<file path="config.mk">
export PLATFORM = sky130hd
export DESIGN_NAME = apb_slave_regs
export DESIGN_NICKNAME = d
export VERILOG_FILES = /design/src/rtl/apb_slave_regs.sv
export SDC_FILE = /design/constraint.sdc
export NUM_CORES = 2
export LEC_CHECK = 0
export ABC_AREA = 0
export CORE_AREA = 2 2 456 458
export CTS_CLUSTER_SIZE = 30
export DETAILED_ROUTE_END_ITERATION = 8
export DIE_AREA = 0 0 458 460
export GPL_ROUTABILITY_DRIVEN = 1
export SYNTH_ARGS = -nofsm -noshare
export SYNTH_HDL_FRONTEND = slang
export SYNTH_SLANG_ARGS = --single-unit
</file>
<file path="constraint.sdc">
create_clock -name pclk_i -period 3.34 [get_ports pclk_i]
set_input_delay 0.334 -clock pclk_i [delete_from_list [all_inputs] [get_ports pclk_i]]
set_output_delay 0.334 -clock pclk_i [all_outputs]
set_load 0.03 [all_outputs]
</file>
<file path="src/rtl/apb_slave_regs.sv">
// apb_slave_regs
// APB completer terminating one port of the APB demux. It holds a bank of
// SLAVE_REG_N read/write registers, one per address unit, starting at
// BASE_OFFSET. Every access phase is stretched by WAIT_STATES cycles.
// Out-of-window accesses complete with PSLVERR and have no side effects.
//
// Ports:
//   pclk_i      clock, all logic on the rising edge
//   prst_i      synchronous active-high reset
//   psel_i      select from the demux
//   penable_i   APB access-phase enable
//   pwrite_i    1 = write, 0 = read
//   paddr_i     byte/word address (one register per address unit)
//   pwdata_i    write data
//   pstrb_i     byte write strobes
//   prdata_o    read data, registered at setup, 0 outside the access phase
//   pready_o    transfer completes when high in the access phase
//   pslverr_o   error response, only ever high together with pready_o
//   regs_o      flattened register contents, register k at [k*DATA_WIDTH +: DATA_WIDTH]
//   wr_pulse_o  one-cycle strobe per register after a committed write
module apb_slave_regs #(
    parameter int                    ADDR_WIDTH  = 32,
    parameter int                    DATA_WIDTH  = 32,
    parameter int                    SLAVE_REG_N = 32,
    parameter logic [ADDR_WIDTH-1:0] BASE_OFFSET = '0,
    parameter int                    WAIT_STATES = 0
) (
    input  logic                              pclk_i,
    input  logic                              prst_i,
    input  logic                              psel_i,
    input  logic                              penable_i,
    input  logic                              pwrite_i,
    input  logic [ADDR_WIDTH-1:0]             paddr_i,
    input  logic [DATA_WIDTH-1:0]             pwdata_i,
    input  logic [DATA_WIDTH/8-1:0]           pstrb_i,
    output logic [DATA_WIDTH-1:0]             prdata_o,
    output logic                              pready_o,
    output logic                              pslverr_o,
    output logic [SLAVE_REG_N*DATA_WIDTH-1:0] regs_o,
    output logic [SLAVE_REG_N-1:0]            wr_pulse_o
);

    localparam int STRB_W = DATA_WIDTH / 8;
    localparam int IDX_W  = (SLAVE_REG_N > 1) ? $clog2(SLAVE_REG_N) : 1;

    // Window bounds carry one extra bit so BASE_OFFSET + SLAVE_REG_N can
    // reach the top of the address space without wrapping to zero.
    localparam logic [ADDR_WIDTH:0] WIN_LO = {1'b0, BASE_OFFSET};
    localparam logic [ADDR_WIDTH:0] WIN_HI = {1'b0, BASE_OFFSET} + (ADDR_WIDTH + 1)'(SLAVE_REG_N);

    typedef enum logic {
        IDLE,
        ACCESS
    } state_t;

    state_t                  state;
    state_t                  next_state;
    logic [3:0]              cnt;
    logic [IDX_W-1:0]        idx_q;
    logic                    hit_q;
    logic                    write_q;
    logic [DATA_WIDTH-1:0]   wdata_q;
    logic [STRB_W-1:0]       strb_q;
    logic [DATA_WIDTH-1:0]   prdata_q;
    logic [SLAVE_REG_N-1:0]  wr_pulse_q;
    logic [DATA_WIDTH-1:0]   regs [SLAVE_REG_N];

    logic [ADDR_WIDTH:0]     addr_ext;
    logic                    hit_c;
    logic [IDX_W-1:0]        idx_c;
    logic                    setup;
    logic                    ready_int;
    logic                    complete;

    // Decode of the address presented in the setup phase.
    always_comb begin
        addr_ext = {1'b0, paddr_i};
        hit_c    = (addr_ext >= WIN_LO) && (addr_ext < WIN_HI);
        idx_c    = IDX_W'(paddr_i - BASE_OFFSET);
    end

    assign setup     = psel_i && !penable_i;
    assign ready_int = (state == ACCESS) && (cnt == 4'd0);
    assign complete  = ready_int && psel_i && penable_i;

    always_ff @(posedge pclk_i) begin
        if (prst_i) begin
            state <= IDLE;
        end else begin
            state <= next_state;
        end
    end

    // Dropping psel_i in the access phase is treated as an abort.
    always_comb begin
        next_state = state;
        case (state)
            IDLE: begin
                if (setup) begin
                    next_state = ACCESS;
                end
            end
            ACCESS: begin
                if (!psel_i || complete) begin
                    next_state = IDLE;
                end
            end
            default: next_state = IDLE;
        endcase
    end

    // Read data is captured at setup so it stays stable through the wait
    // cycles and a read right after a write sees the committed value.
    always_ff @(posedge pclk_i) begin
        if (prst_i) begin
            cnt        <= 4'd0;
            idx_q      <= '0;
            hit_q      <= 1'b0;
            write_q    <= 1'b0;
            wdata_q    <= '0;
            strb_q     <= '0;
            prdata_q   <= '0;
            wr_pulse_q <= '0;
            for (int k = 0; k < SLAVE_REG_N; k++) begin
                regs[k] <= '0;
            end
        end else begin
            wr_pulse_q <= '0;
            if (state == IDLE) begin
                if (setup) begin
                    idx_q    <= idx_c;
                    hit_q    <= hit_c;
                    write_q  <= pwrite_i;
                    wdata_q  <= pwdata_i;
                    strb_q   <= pstrb_i;
                    cnt      <= 4'(WAIT_STATES);
                    prdata_q <= hit_c ? regs[idx_c] : '0;
                end
            end else begin
                if (cnt != 4'd0) begin
                    cnt <= cnt - 4'd1;
                end
                if (!psel_i || complete) begin
                    prdata_q <= '0;
                end
                if (complete && write_q && hit_q) begin
                    for (int b = 0; b < STRB_W; b++) begin
                        if (strb_q[b]) begin
                            regs[idx_q][b*8 +: 8] <= wdata_q[b*8 +: 8];
                        end
                    end
                    wr_pulse_q[idx_q] <= 1'b1;
                end
            end
        end
    end

    assign pready_o   = ready_int;
    assign pslverr_o  = ready_int && !hit_q;
    assign prdata_o   = prdata_q;
    assign wr_pulse_o = wr_pulse_q;

    for (genvar k = 0; k < SLAVE_REG_N; k++) begin : g_regs_out
        assign regs_o[k*DATA_WIDTH +: DATA_WIDTH] = regs[k];
    end

endmodule

</file>
==> flow_results.org <==
** Worst setup path
- Startpoint Class :: flip-flop
- For the worst setup path, the data required time is 3.78 ns.
- Slowest stage delay, CP :: approximately 0.76 ns
- Along the worst path, the maximum fanout reaches 22.
- Worst path top cell family by delay :: simple AND/OR/NAND/NOR gates
- The number of buffers and inverters on the critical path is 1.
- Arrival time worst endpoint :: around 3.5 ns
- Critical-path cell list :: nand3b_1 > nor4b_2 > buf_12 > and3_1 > or2_1
- The worst setup path is of the flip-flop to flip-flop kind.
- Slowest cell on the critical path :: nor4b_2
- Worst Setup End Kind :: flip-flop

** Logic synthesis
- Summed over its instances, the top area cell type makes up 59.9% of the synthesized netlist area.
- Yosys warns :: 0
- For this run, asynchronously set or reset flops after synthesis account for 0%.
- Synth Cell Area :: approximately 51000 um2
- Syn Nets :: 3595
- Post-synthesis cell count :: between 3000 and 4000
- Top_reg_cell synth :: edfxtp_1
- In this run the mean area of a mapped cell was about 15 um2.
- Count of cell types in the netlist :: 50
- The synthesized design contains approximately 1100 register bits.
- By area the synthesized netlist is led by edfxtp_1, and2_1, mux4_2.
- Fraction of the yosys area taken by sequential cells :: between 60% and 70%
- Yosys mapped a number of flops with a built-in enable equal to slightly above 1000.
- Most area-hungry cell type in the Yosys netlist :: edfxtp_1

** Die
- Placeable core region :: ~210000 um2
- The floorplan has 167 rows.
- Height of the chip :: 460 um
- From left edge to right edge, the die measures approximately 460 um.
- Initial core utilization :: roughly a quarter
- Top Ports :: about 1200
- The floorplan step defined a die boundary enclosing roughly 210000 um2.

** Layout
- Of the cells placed in the final design, the portion with a size suffix greater than 1 is between 10% and 20%.
- In the layout the commonest cells are clkdlybuf4s50_1, and2_1, edfxtp_1.
- Leading cell type in the layout, fill and taps excluded :: clkdlybuf4s50_1
- Final design area excluding fillers :: between 70000 and 80000 um2
- Number of nets in the layout :: about 4700
- Area delta synth->final :: 39.2%

** STA
- In this run the tightest slew margin relative to its limit is approximately 22%.
- Number of pins with negative max-slew slack in the final report :: 0
- Setup violations remaining at the end of the flow were counted as 0.
- Clock skew on the completed layout was measured at approximately 0.048 ns.
- At the pin with the least slew margin, the transition time is 1.16 ns.
- Final worst path period need :: approximately 3 ns
- Achievable clock frequency :: approximately 320 MHz
- Setup repair after global routing left no endpoint under its margin.
- The final-report hold violation count was 0.
- Of the available clock period, the critical path in the final layout requires between 90% and 100%.
- On the final layout, the worst hold slack is 0.0957 ns.

** GRT
- Largest net degree at the start of global routing :: 54
- Overall fraction of global-route tracks in use :: approximately a quarter
- Summed over all layers, the global routing overflow is 0.
- First-pass GRT wire length :: 357000 um
- The number of antenna violations at the first check in global routing came to between 40 and 50.
- Vias in the first global route :: ~37000

** Pwr
- IR analysis of the VDD net gives a maximum drop of ~0.0004 V.
- Per report_power, the clock group accounts for a little over two fifths of the total.
- Comb power frac :: between 10% and 20%
- The internal portion of the total power is about 0.026 W.
- Sequential share of power :: between 40% and 50%
- Leak Pwr :: between 20 and 30 nW
- Power spread over the standard cell area amounts to about 500 nW/um2.
- In this run the power spent charging and discharging nets is roughly 0.0097 W.
- Proportion of total power due to net switching :: between 20% and 30%

** Detailed routing
- Drt drc :: 0
- The count of nets left with antenna violations once routing finished came out at 0.
- After the first detailed-routing iteration, the DRC count stood at about 5000.
- After detailed routing, the total wire length is approximately 270000 um.
- Dividing the detail-routed wire length by the instance count gives ~36 um.
- Vias per cell :: between 5 and 6
- Via count :: between 30000 and 40000
- Before antenna repair, the detailed router went through 7 iterations.

** Clock network
- CTS clk-pin slew, worst paths :: around 0.060 ns
- Total clock buffers created by CTS :: around 130
- H-tree Lvls :: 4
- The clock drives about 1100 sinks.
- Count of buffers added by post-CTS timing repair for setup :: 0
- Resized cells post-CTS :: 0
- Root buffer selected by CTS :: clkbuf_16
- TritonCTS built the clock tree.
- Post-CTS Hold Buffers :: 1
- Worst skew pair latency :: 0.80 ns
- Maximum number of buffers from clock root to sink :: 3

** Hold path
- Class of the most critical hold timing path :: input port to flip-flop

** Placed design
- RePlAce Congestion :: 0.934
- Once detailed placement completed, the half-perimeter wirelength came to 211000 um.
- After detailed placement, the total cell area comes to roughly 67000 um2.
- Buffers on Ports :: around 1200

** Job
- Max-cap violations in this run came to 0.

** Run status
- Outcome :: completed
==> power by group through the flow <==
stage | registers (W) | clock network [W] | logic (W)
global route | 0.0167 | 0.0156 | 0.00411
floorplan | 0.0173 | 0 | 0.00119
detailed placement | 0.0170 | 0 | 0.00399
CTS | 0.0167 | 0.0151 | 0.00401
global placement | 0.0170 | 0 | 0.00398
finish | 0.0167 | 0.0149 | 0.00399
==> worst register-to-register path, stage by stage (launching register included) <==
cell and delay, ns:
dfxtp_1 0.57, nand3b_1 0.38, nor4b_2 0.76, buf_12 0.30, and3_1 0.37, or2_1 0.37
==> cell usage after synthesis (36+ instances only) <==
cell type	number
nand2_1	103
edfxtp_1	1024
buf_2	44
a21oi_1	46
and2_1	1034
dfxtp_1	112
clkbuf_1	316
mux2i_1	36
mux4_2	263
o22ai_1	63
and3_1	130
nor2_1	46
or2_2	103
==> layer usage <==
metal	part of all wire, %	vias up	track usage (%)
met4	4.8	6	11.5
met3	11	449	7.83
met5	0.013	-	0
met2	47	2885	40.6
met1	37	19800	31.0
li1	-	15200	-
==> kinds of logic (layout without fill, tap and decap cells) <==
| group | count (synthesis) | after routing | synth area share (%) |
|---|---|---|---|
| and+or+nand+nor | 1515 | 1515 | 17.8 |
| muxes | 310 | 310 | 12.6 |
| DFF | 1136 | 1136 | 64.2 |
| buffers and inverters | 385 | 1640 | 3.02 |
| adders and majority gates | 1 | 1 | 0.0244 |
| other | 0 | 47 | 0 |
| AOI/OAI and AO/OA | 174 | 174 | 2.33 |
==> worst paths after layout <==
kind	slack, ns	end	start	cells after the start
worst max-delay path	0.26	regs[16][11]	state	5
worst min-delay path	0.1	wdata_q[22]	pwdata_i[22]	3
worst max register to register	0.26	regs[16][11]	state	5
worst min register to register	0.46	prdata_o[1]	prdata_o[1]	1
==> sequential cells by signal (all words and copies together), names as in the netlist <==
name        count
write_q         1
wdata_q        32
state           1
idx_q           5
hit_q           1
strb_q          4
wr_pulse_o     32
prdata_o       32
cnt             4
regs         1024
==> stage by stage <==
| stage | util [%] | power [W] | setup slack [ns] | setup TNS, ns | instances |
|---|---|---|---|---|---|
| floorplan | - | 0.0185 | 0.965 | 0 | 3521 |
| global placement | 32.5 | 0.0210 | -0.144 | -9.96 | 7236 |
| detailed placement | 32.5 | 0.0209 | -0.297 | -31.19 | 7236 |
| CTS | 34.6 | 0.0358 | 0.151 | 0 | 7480 |
| global route | 34.7 | 0.0364 | 0.0352 | 0 | 7492 |
| finish | 34.7 | 0.0356 | 0.260 | 0 | 7527 |
==> final cells by class <==
| class | instances | area (um2) |
|---|---|---|
| Inverter | 6 | 22.5 |
| Sequential cell | 1136 | 33000 |
| Tap cell | 2704 | 3380 |
| Clock buffer | 164 | 3540 |
| Timing Repair Buffer | 1391 | 13600 |
| Multi-Input combinational cell | 2000 | 16900 |
| Fill cell | 19900 | 135000 |
| Clock inverter | 79 | 847 |
| Antenna cell | 47 | 118 |
Note: power is estimated with default switching activity, not from simulation.
